--- src/rtl/green_pkg.sv ---
// rtl/green_pkg.sv - shared types and opcode field helpers for the green load/store unit
package green_pkg;

  localparam int OP_FIELD_W = 4;

  typedef enum logic [OP_FIELD_W-1:0] {
    OP_NOP   = 4'd0,
    OP_LD    = 4'd1,
    OP_ST    = 4'd2,
    OP_ADDST = 4'd3,
    OP_LDADD = 4'd4
  } op_e;

  typedef enum logic [1:0] {
    S_IDLE = 2'd0,
    S_READ = 2'd1,
    S_RESP = 2'd2
  } state_e;

  // Operation field occupies the top OP_FIELD_W bits of the opcode word.
  function automatic int op_lsb(input int op_w);
    return op_w - OP_FIELD_W;
  endfunction

  // Address field occupies the low addr_w bits; op_w must leave room for the op field.
  function automatic int addr_msb(input int op_w, input int addr_w);
    return (addr_w <= op_w - OP_FIELD_W) ? addr_w - 1 : op_w - OP_FIELD_W - 1;
  endfunction

  function automatic logic op_is_legal(input logic [OP_FIELD_W-1:0] code);
    return code <= OP_LDADD;
  endfunction

endpackage

--- src/rtl/green_ram.sv ---
// rtl/green_ram.sv - single-port RAM, synchronous write, registered read
module green_ram
  import green_pkg::*;
#(
  parameter int DATA_W = 16,
  parameter int ADDR_W = 8
) (
  input  logic              clk,
  input  logic              we,
  input  logic [ADDR_W-1:0] addr,
  input  logic [DATA_W-1:0] wdata,
  output logic [DATA_W-1:0] rdata
);

  logic [DATA_W-1:0] mem [2**ADDR_W];

  // Read is old-data on a same-address write; the unit never relies on that case.
  always_ff @(posedge clk) begin
    if (we) begin
      mem[addr] <= wdata;
    end
    rdata <= mem[addr];
  end

endmodule

--- src/rtl/green_ldst_unit.sv ---
// rtl/green_ldst_unit.sv - load/store execution unit with local RAM and valid/ready handshakes
module green_ldst_unit
  import green_pkg::*;
#(
  parameter int DATA_W = 16,
  parameter int ADDR_W = 8,
  parameter int OP_W   = 16
) (
  input  logic              clk,
  input  logic              rst_n,
  input  logic              in_valid,
  output logic              in_ready,
  input  logic [OP_W-1:0]   opCode,
  input  logic [DATA_W-1:0] A_in,
  input  logic [DATA_W-1:0] B_in,
  output logic              out_valid,
  input  logic              out_ready,
  output logic [DATA_W-1:0] A_out,
  output logic              carry_out,
  output logic              err
);

  localparam int OP_LSB   = op_lsb(OP_W);
  localparam int ADDR_MSB = addr_msb(OP_W, ADDR_W);

  state_e state_q, state_d;

  logic [OP_FIELD_W-1:0] op_code;
  logic [ADDR_W-1:0]     addr;
  logic                  accept;
  logic                  is_load;
  logic                  ram_we;
  logic [DATA_W-1:0]     ram_wdata;
  logic [DATA_W-1:0]     ram_rdata;
  logic [DATA_W-1:0]     b_q;
  logic                  ldadd_q;
  logic [DATA_W:0]       sum;
  logic [DATA_W-1:0]     a_out_q;
  logic                  carry_q;
  logic                  err_q;
  logic                  unused_opcode_bits;

  assign op_code            = opCode[OP_LSB +: OP_FIELD_W];
  assign addr               = opCode[ADDR_MSB:0];
  assign unused_opcode_bits = ^opCode;
  assign accept             = in_valid && in_ready;
  assign is_load            = (op_code == OP_LD) || (op_code == OP_LDADD);
  assign ram_we             = accept && ((op_code == OP_ST) || (op_code == OP_ADDST));
  assign ram_wdata          = (op_code == OP_ADDST) ? A_in + B_in : A_in;
  assign sum                = {1'b0, ram_rdata} + {1'b0, b_q};

  // The read is issued from the live opcode address on the accept edge; it
  // is only consumed in READ, so later reads of garbage addresses are harmless.
  green_ram #(
    .DATA_W (DATA_W),
    .ADDR_W (ADDR_W)
  ) u_ram (
    .clk   (clk),
    .we    (ram_we),
    .addr  (addr),
    .wdata (ram_wdata),
    .rdata (ram_rdata)
  );

  always_ff @(posedge clk or negedge rst_n) begin
    if (!rst_n) begin
      state_q <= S_IDLE;
    end else begin
      state_q <= state_d;
    end
  end

  always_comb begin
    state_d = state_q;
    case (state_q)
      S_IDLE:  if (accept && is_load) state_d = S_READ;
      S_READ:  state_d = S_RESP;
      S_RESP:  if (out_ready) state_d = S_IDLE;
      default: state_d = S_IDLE;
    endcase
  end

  always_comb begin
    in_ready  = (state_q == S_IDLE);
    out_valid = (state_q == S_RESP);
  end

  always_ff @(posedge clk or negedge rst_n) begin
    if (!rst_n) begin
      b_q     <= '0;
      ldadd_q <= 1'b0;
      a_out_q <= '0;
      carry_q <= 1'b0;
      err_q   <= 1'b0;
    end else begin
      err_q <= accept && !op_is_legal(op_code);
      if (accept && is_load) begin
        b_q     <= B_in;
        ldadd_q <= (op_code == OP_LDADD);
      end
      if (state_q == S_READ) begin
        a_out_q <= ldadd_q ? sum[DATA_W-1:0] : ram_rdata;
        carry_q <= ldadd_q && sum[DATA_W];
      end
    end
  end

  assign A_out     = a_out_q;
  assign carry_out = carry_q;
  assign err       = err_q;

endmodule

--- config.mk ---
export PLATFORM = sky130hd
export DESIGN_NAME = green_ldst_unit
export DESIGN_NICKNAME = d
export VERILOG_FILES = /design/src/rtl/green_pkg.sv /design/src/rtl/green_ram.sv /design/src/rtl/green_ldst_unit.sv
export SDC_FILE = /design/constraint.sdc
export NUM_CORES = 2
export LEC_CHECK = 0
export CORE_MARGIN = 4
export CORE_UTILIZATION = 50
export DETAILED_ROUTE_END_ITERATION = 6
export GPL_TIMING_DRIVEN = 1
export MAX_ROUTING_LAYER = met4
export PLACE_DENSITY_LB_ADDON = 0.25
export SKIP_CTS_REPAIR_TIMING = 1
export SYNTH_ARGS = -nofsm -noshare
export SYNTH_HDL_FRONTEND = slang
export SYNTH_HIERARCHICAL = 1
export SYNTH_SLANG_ARGS = --single-unit
export TNS_END_PERCENT = 30
--- constraint.sdc ---
create_clock -name clk -period 3.57 [get_ports clk]
set_clock_uncertainty 0.2 [all_clocks]
set_input_delay 0.357 -clock clk [delete_from_list [all_inputs] [get_ports clk]]
set_output_delay 0.357 -clock clk [all_outputs]
set_load 0.05 [all_outputs]
==> results.ini <==
[run_status]
outcome=finished, violations left
failed_checks=negative hold slack

[global_routing]
grt_max_degree=89
first_pass_grt_wire_length_um=586200
antenna_found_initial=14
globalRouteOverflowTotal=0
via_count_of_the_first_global_routing_pass=79480
grt.total_usage_pct=25.84

[layout]
combined_area_of_the_multi_input_logic_cells_sq_um=32970
finalCoreUtilization_pct=59.53
layout-drive-gt1-share_pct=31.95
finalInstanceArea_sq_um=187700
syn2layout_area_growth_pct=18.45
num-fill-cells=21750
area.sequential_sq_um=124200
final_cell_count_no_fill=12520
num-nets-final=8101

[synthesis]
yosys-top-cells-area=sky130_fd_sc_hd__edfxtp_1 (78%), sky130_fd_sc_hd__mux4_2 (15%), sky130_fd_sc_hd__a22oi_1 (2.4%)
synth-edff-count=4096
synth.mux.area_fraction_pct=14.76
yosys.area.top_type_share_pct=77.64
post_synth_inst_count=7054
synth_nets=7139
area_fraction_in_compound_gates_after_synthesis_pct=4.004
synth_top_family_by_area=multiplexers
yosys_warnings=6
syn_area_per_cell_sq_um=22.46
ys_seq_area_share_pct=78.43
yosys.area.top_type=sky130_fd_sc_hd__edfxtp_1
syn_area_sq_um=158400
asyncSetResetFlopFracSynth_pct=0.8918
postSynth.topFlopCell=sky130_fd_sc_hd__edfxtp_1
post_synth_xor_area_fraction_pct=0.1493
synth_simple_gate_area_share_pct=1.125
synth-seq-cells=4149
synth_adder_area_share_pct=0.2701
ys_types=56

[worst_setup_path]
crit_path_cell_trace=mux4_2, a22oi_1, a21oi_1, o41ai_1, nand4_1
crit_path_max_incr_delay_ns=1.25
setup.worst_path.end_class=flop
rr_endpoint=u_ram/rdata[5]
setup.worst_path.class=flop to flop
worstPathArrival_ns=3.89
cp.required_ns=4.12
crit_buf_inv=0
worst-r2r-cell-count=5
critPathMaxFanout=1
critPathTopFamily=compound AO/OA/AOI/OAI gates
start_kind=flop
crit-reg2reg-launch=u_ram/mem[63][5]
crit_slowest_cell=sky130_fd_sc_hd__o41ai_1
rrSetupSlack_ns=0.23

[placement]
dp_cells=11750
placed_cell_area_sq_um=174500
io_buffer_count=67
dp_hpwl_um=259100
place.gp.congestion=0.8801

[die]
core_sq_um=315200
die_area_sq_um=325900
initial_cell_density_of_the_core_pct=50.25
die_width_um=570.9
floorplan.die.height_um=570.9
row_count=206
pin_count=72

[sta]
fmax_mhz=299.0
final_hold_viol_count=1
setup_viol=0
slew_headroom_pct=7.530
timing_max_transition_violations_final=0
fin_crit_share_pct=93.68
min_period_ns=3.344
worst-slew-pin-transition_ns=1.369
fin_hold_ws_ns=-0.005730
grt_setup_unrepaired=no

[cts]
worst_skew_pair.late_latency_ns=1.00
cts_root_buffer=sky130_fd_sc_hd__clkbuf_16
cts.clk_slew.worst_paths_ns=0.06
clock_tree_from_tritoncts=done
cts-buffers-inserted=410
cts.sink_count=4149
max-clock-path-buffers=4
cts.htree.levels=5

[min_path]
timing.hold.worst_endpoint=b_q[0]
timing.hold.worst.class=input pin to flop
timing.hold.worst.start=B_in[0]
whs_path_depth=3

[pwr]
share_clk_of_total_power_pct=40.4
power.net_switching_w=0.02276
power-per-cell-area_nw_per_um2=547.0
combPwrFrac_pct=6.7
irDropWorstVdd_mv=0.4801
power.sequential.fraction_pct=52.9
leakage_power_figure_nw=59.14
cellInternalPower_w=0.07988
p_sw_share_pct=22.18

[drt]
totalWireLength_um=408300
post-route-drc-count=0
routed_via_density=6.350
route.detailed.wl_per_inst_um=32.61
drtAntennaViolNets=0
drt-pass1-iter-count=6
num_vias=79510
dr.first_iter.drc_count=10310

[flow_run]
maxCapViolations=0

logic make-up (layout without fill, tap and decap cells):
| group | count (synthesis) | in the layout |
|---|---|---|
| DFF | 4149 | 4149 |
| muxes | 1054 | 1054 |
| AOI/OAI and AO/OA | 935 | 935 |
| buffers and inverters | 440 | 1742 |
| and+or+nand+nor | 416 | 416 |
| adders and majority gates | 33 | 33 |
| xor gates and xnor gates | 27 | 27 |
| other | 0 | 4 |
Yosys cell counts, types with 2 or more instances:
master and count:
sky130_fd_sc_hd__edfxtp_1 4096, sky130_fd_sc_hd__mux4_2 1024, sky130_fd_sc_hd__a22oi_1 513, sky130_fd_sc_hd__a21oi_1 281, sky130_fd_sc_hd__clkbuf_1 258, sky130_fd_sc_hd__nor2_1 239
sky130_fd_sc_hd__buf_2 76, sky130_fd_sc_hd__nand2_1 68, sky130_fd_sc_hd__o41ai_1 65, sky130_fd_sc_hd__buf_1 56, sky130_fd_sc_hd__o21ai_0 39, sky130_fd_sc_hd__dfrtp_1 37
sky130_fd_sc_hd__nor3_1 33, sky130_fd_sc_hd__ha_1 31, sky130_fd_sc_hd__buf_6 25, sky130_fd_sc_hd__nand3_1 20, sky130_fd_sc_hd__mux2_2 19, sky130_fd_sc_hd__nand4_1 18
sky130_fd_sc_hd__buf_4 16, sky130_fd_sc_hd__dfxtp_1 16, sky130_fd_sc_hd__xnor2_1 15, sky130_fd_sc_hd__nand2b_1 12, sky130_fd_sc_hd__xor2_1 12, sky130_fd_sc_hd__mux2i_1 11
sky130_fd_sc_hd__nor2b_1 10, sky130_fd_sc_hd__a21o_1 9, sky130_fd_sc_hd__inv_1 9, sky130_fd_sc_hd__and2_1 4, sky130_fd_sc_hd__nor3b_1 4, sky130_fd_sc_hd__a31oi_1 3
sky130_fd_sc_hd__o211ai_1 3, sky130_fd_sc_hd__o21ai_1 3, sky130_fd_sc_hd__a2111oi_0 2, sky130_fd_sc_hd__fa_1 2, sky130_fd_sc_hd__o22ai_1 2, sky130_fd_sc_hd__or2_2 2
sky130_fd_sc_hd__or3_1 2
sequential cells by signal, indices dropped and copies added, names as in the netlist:
signal	flops
err	1
u_ram/rdata	16
carry_out	1
A_out	16
u_ram/mem	4096
b_q	16
state_q	2
ldadd_q	1
placed cells by master, fill, tap and decap left out, types with 27 or more instances in the layout:
cell type	netlist	routed
sky130_fd_sc_hd__dfrtp_1	37	37
sky130_fd_sc_hd__a21oi_1	281	277
sky130_fd_sc_hd__clkinv_2	0	103
sky130_fd_sc_hd__clkdlybuf4s50_1	0	64
sky130_fd_sc_hd__nor2_1	239	217
sky130_fd_sc_hd__clkbuf_1	258	62
sky130_fd_sc_hd__o41ai_1	65	42
sky130_fd_sc_hd__bufinv_16	0	27
sky130_fd_sc_hd__clkinv_1	0	93
sky130_fd_sc_hd__nor3_2	0	30
sky130_fd_sc_hd__buf_12	0	368
sky130_fd_sc_hd__buf_4	16	527
sky130_fd_sc_hd__a22oi_1	513	513
sky130_fd_sc_hd__edfxtp_1	4096	4096
sky130_fd_sc_hd__clkbuf_16	0	411
sky130_fd_sc_hd__mux4_2	1024	1024
sky130_fd_sc_hd__nand2_1	68	65
layer usage:
metal | up-vias | GRT usage [%] | wire, um
met5 | - | - | 0
met4 | 0 | 7.894 | 13520
met3 | 640 | 4.752 | 38970
met2 | 3916 | 39.27 | 196700
met1 | 42720 | 36.18 | 159200
li1 | 32230 | - | -
power groups by stage:
stage          registers [W]  logic, W  clock network [W]
6_report              0.0543   0.00690             0.0415
5_1_grt               0.0542   0.00728             0.0443
4_1_cts               0.0543   0.00690             0.0421
3_5_place_dp          0.0553   0.00687                  0
3_3_place_gp          0.0553   0.00669                  0
2_1_floorplan         0.0557   0.00347                  0
how the worst max path moves through the flow:
stage                     slack, ns  depth (start not counted)             start               end
after global placement        -0.78                          9         opCode[0]    u_ram/rdata[3]
final                          0.23                          5  u_ram/mem[63][5]    u_ram/rdata[5]
after detailed placement      -0.66                          9         opCode[0]    u_ram/rdata[5]
after CTS                      0.27                          5  u_ram/mem[63][5]    u_ram/rdata[5]
after global routing           0.21                          8    u_ram/rdata[4]         carry_out
after floorplan               -1.42                          8           A_in[1]  u_ram/mem[0][15]
worst min-delay path: cells and delay by family:
kind / cells / cell delay (ns)
muxes: 1 / 0.13
buffers and inverters: 2 / 0.65
area by class of cell:
cell class / count / share of cell area, %
repair buffers: 981 / 6.512
inverters: 9 / 0.01800
flip-flops and latches: 4149 / 66.21
clock buffers: 473 / 5.605
well taps: 4160 / 2.774
clock inverters: 279 / 1.308
diodes: 4 / 0.005334
multi-input cells: 2465 / 17.57
through the flow:
step | hold WS (ns) | setup TNS [ns] | total power [W] | setup WS (ns)
detailed placement | 0.2819 | -19.26 | 0.06218 | -0.6605
CTS | -0.7302 | 0 | 0.1033 | 0.2651
finish | -0.005730 | 0 | 0.1026 | 0.2257
global placement | 0.2717 | -48.79 | 0.06198 | -0.7838
floorplan | -0.1386 | -3903.32 | 0.05913 | -1.424
global route | -0.007072 | 0 | 0.1058 | 0.2110
No activity file was read; power rests on OpenSTA's default activity.
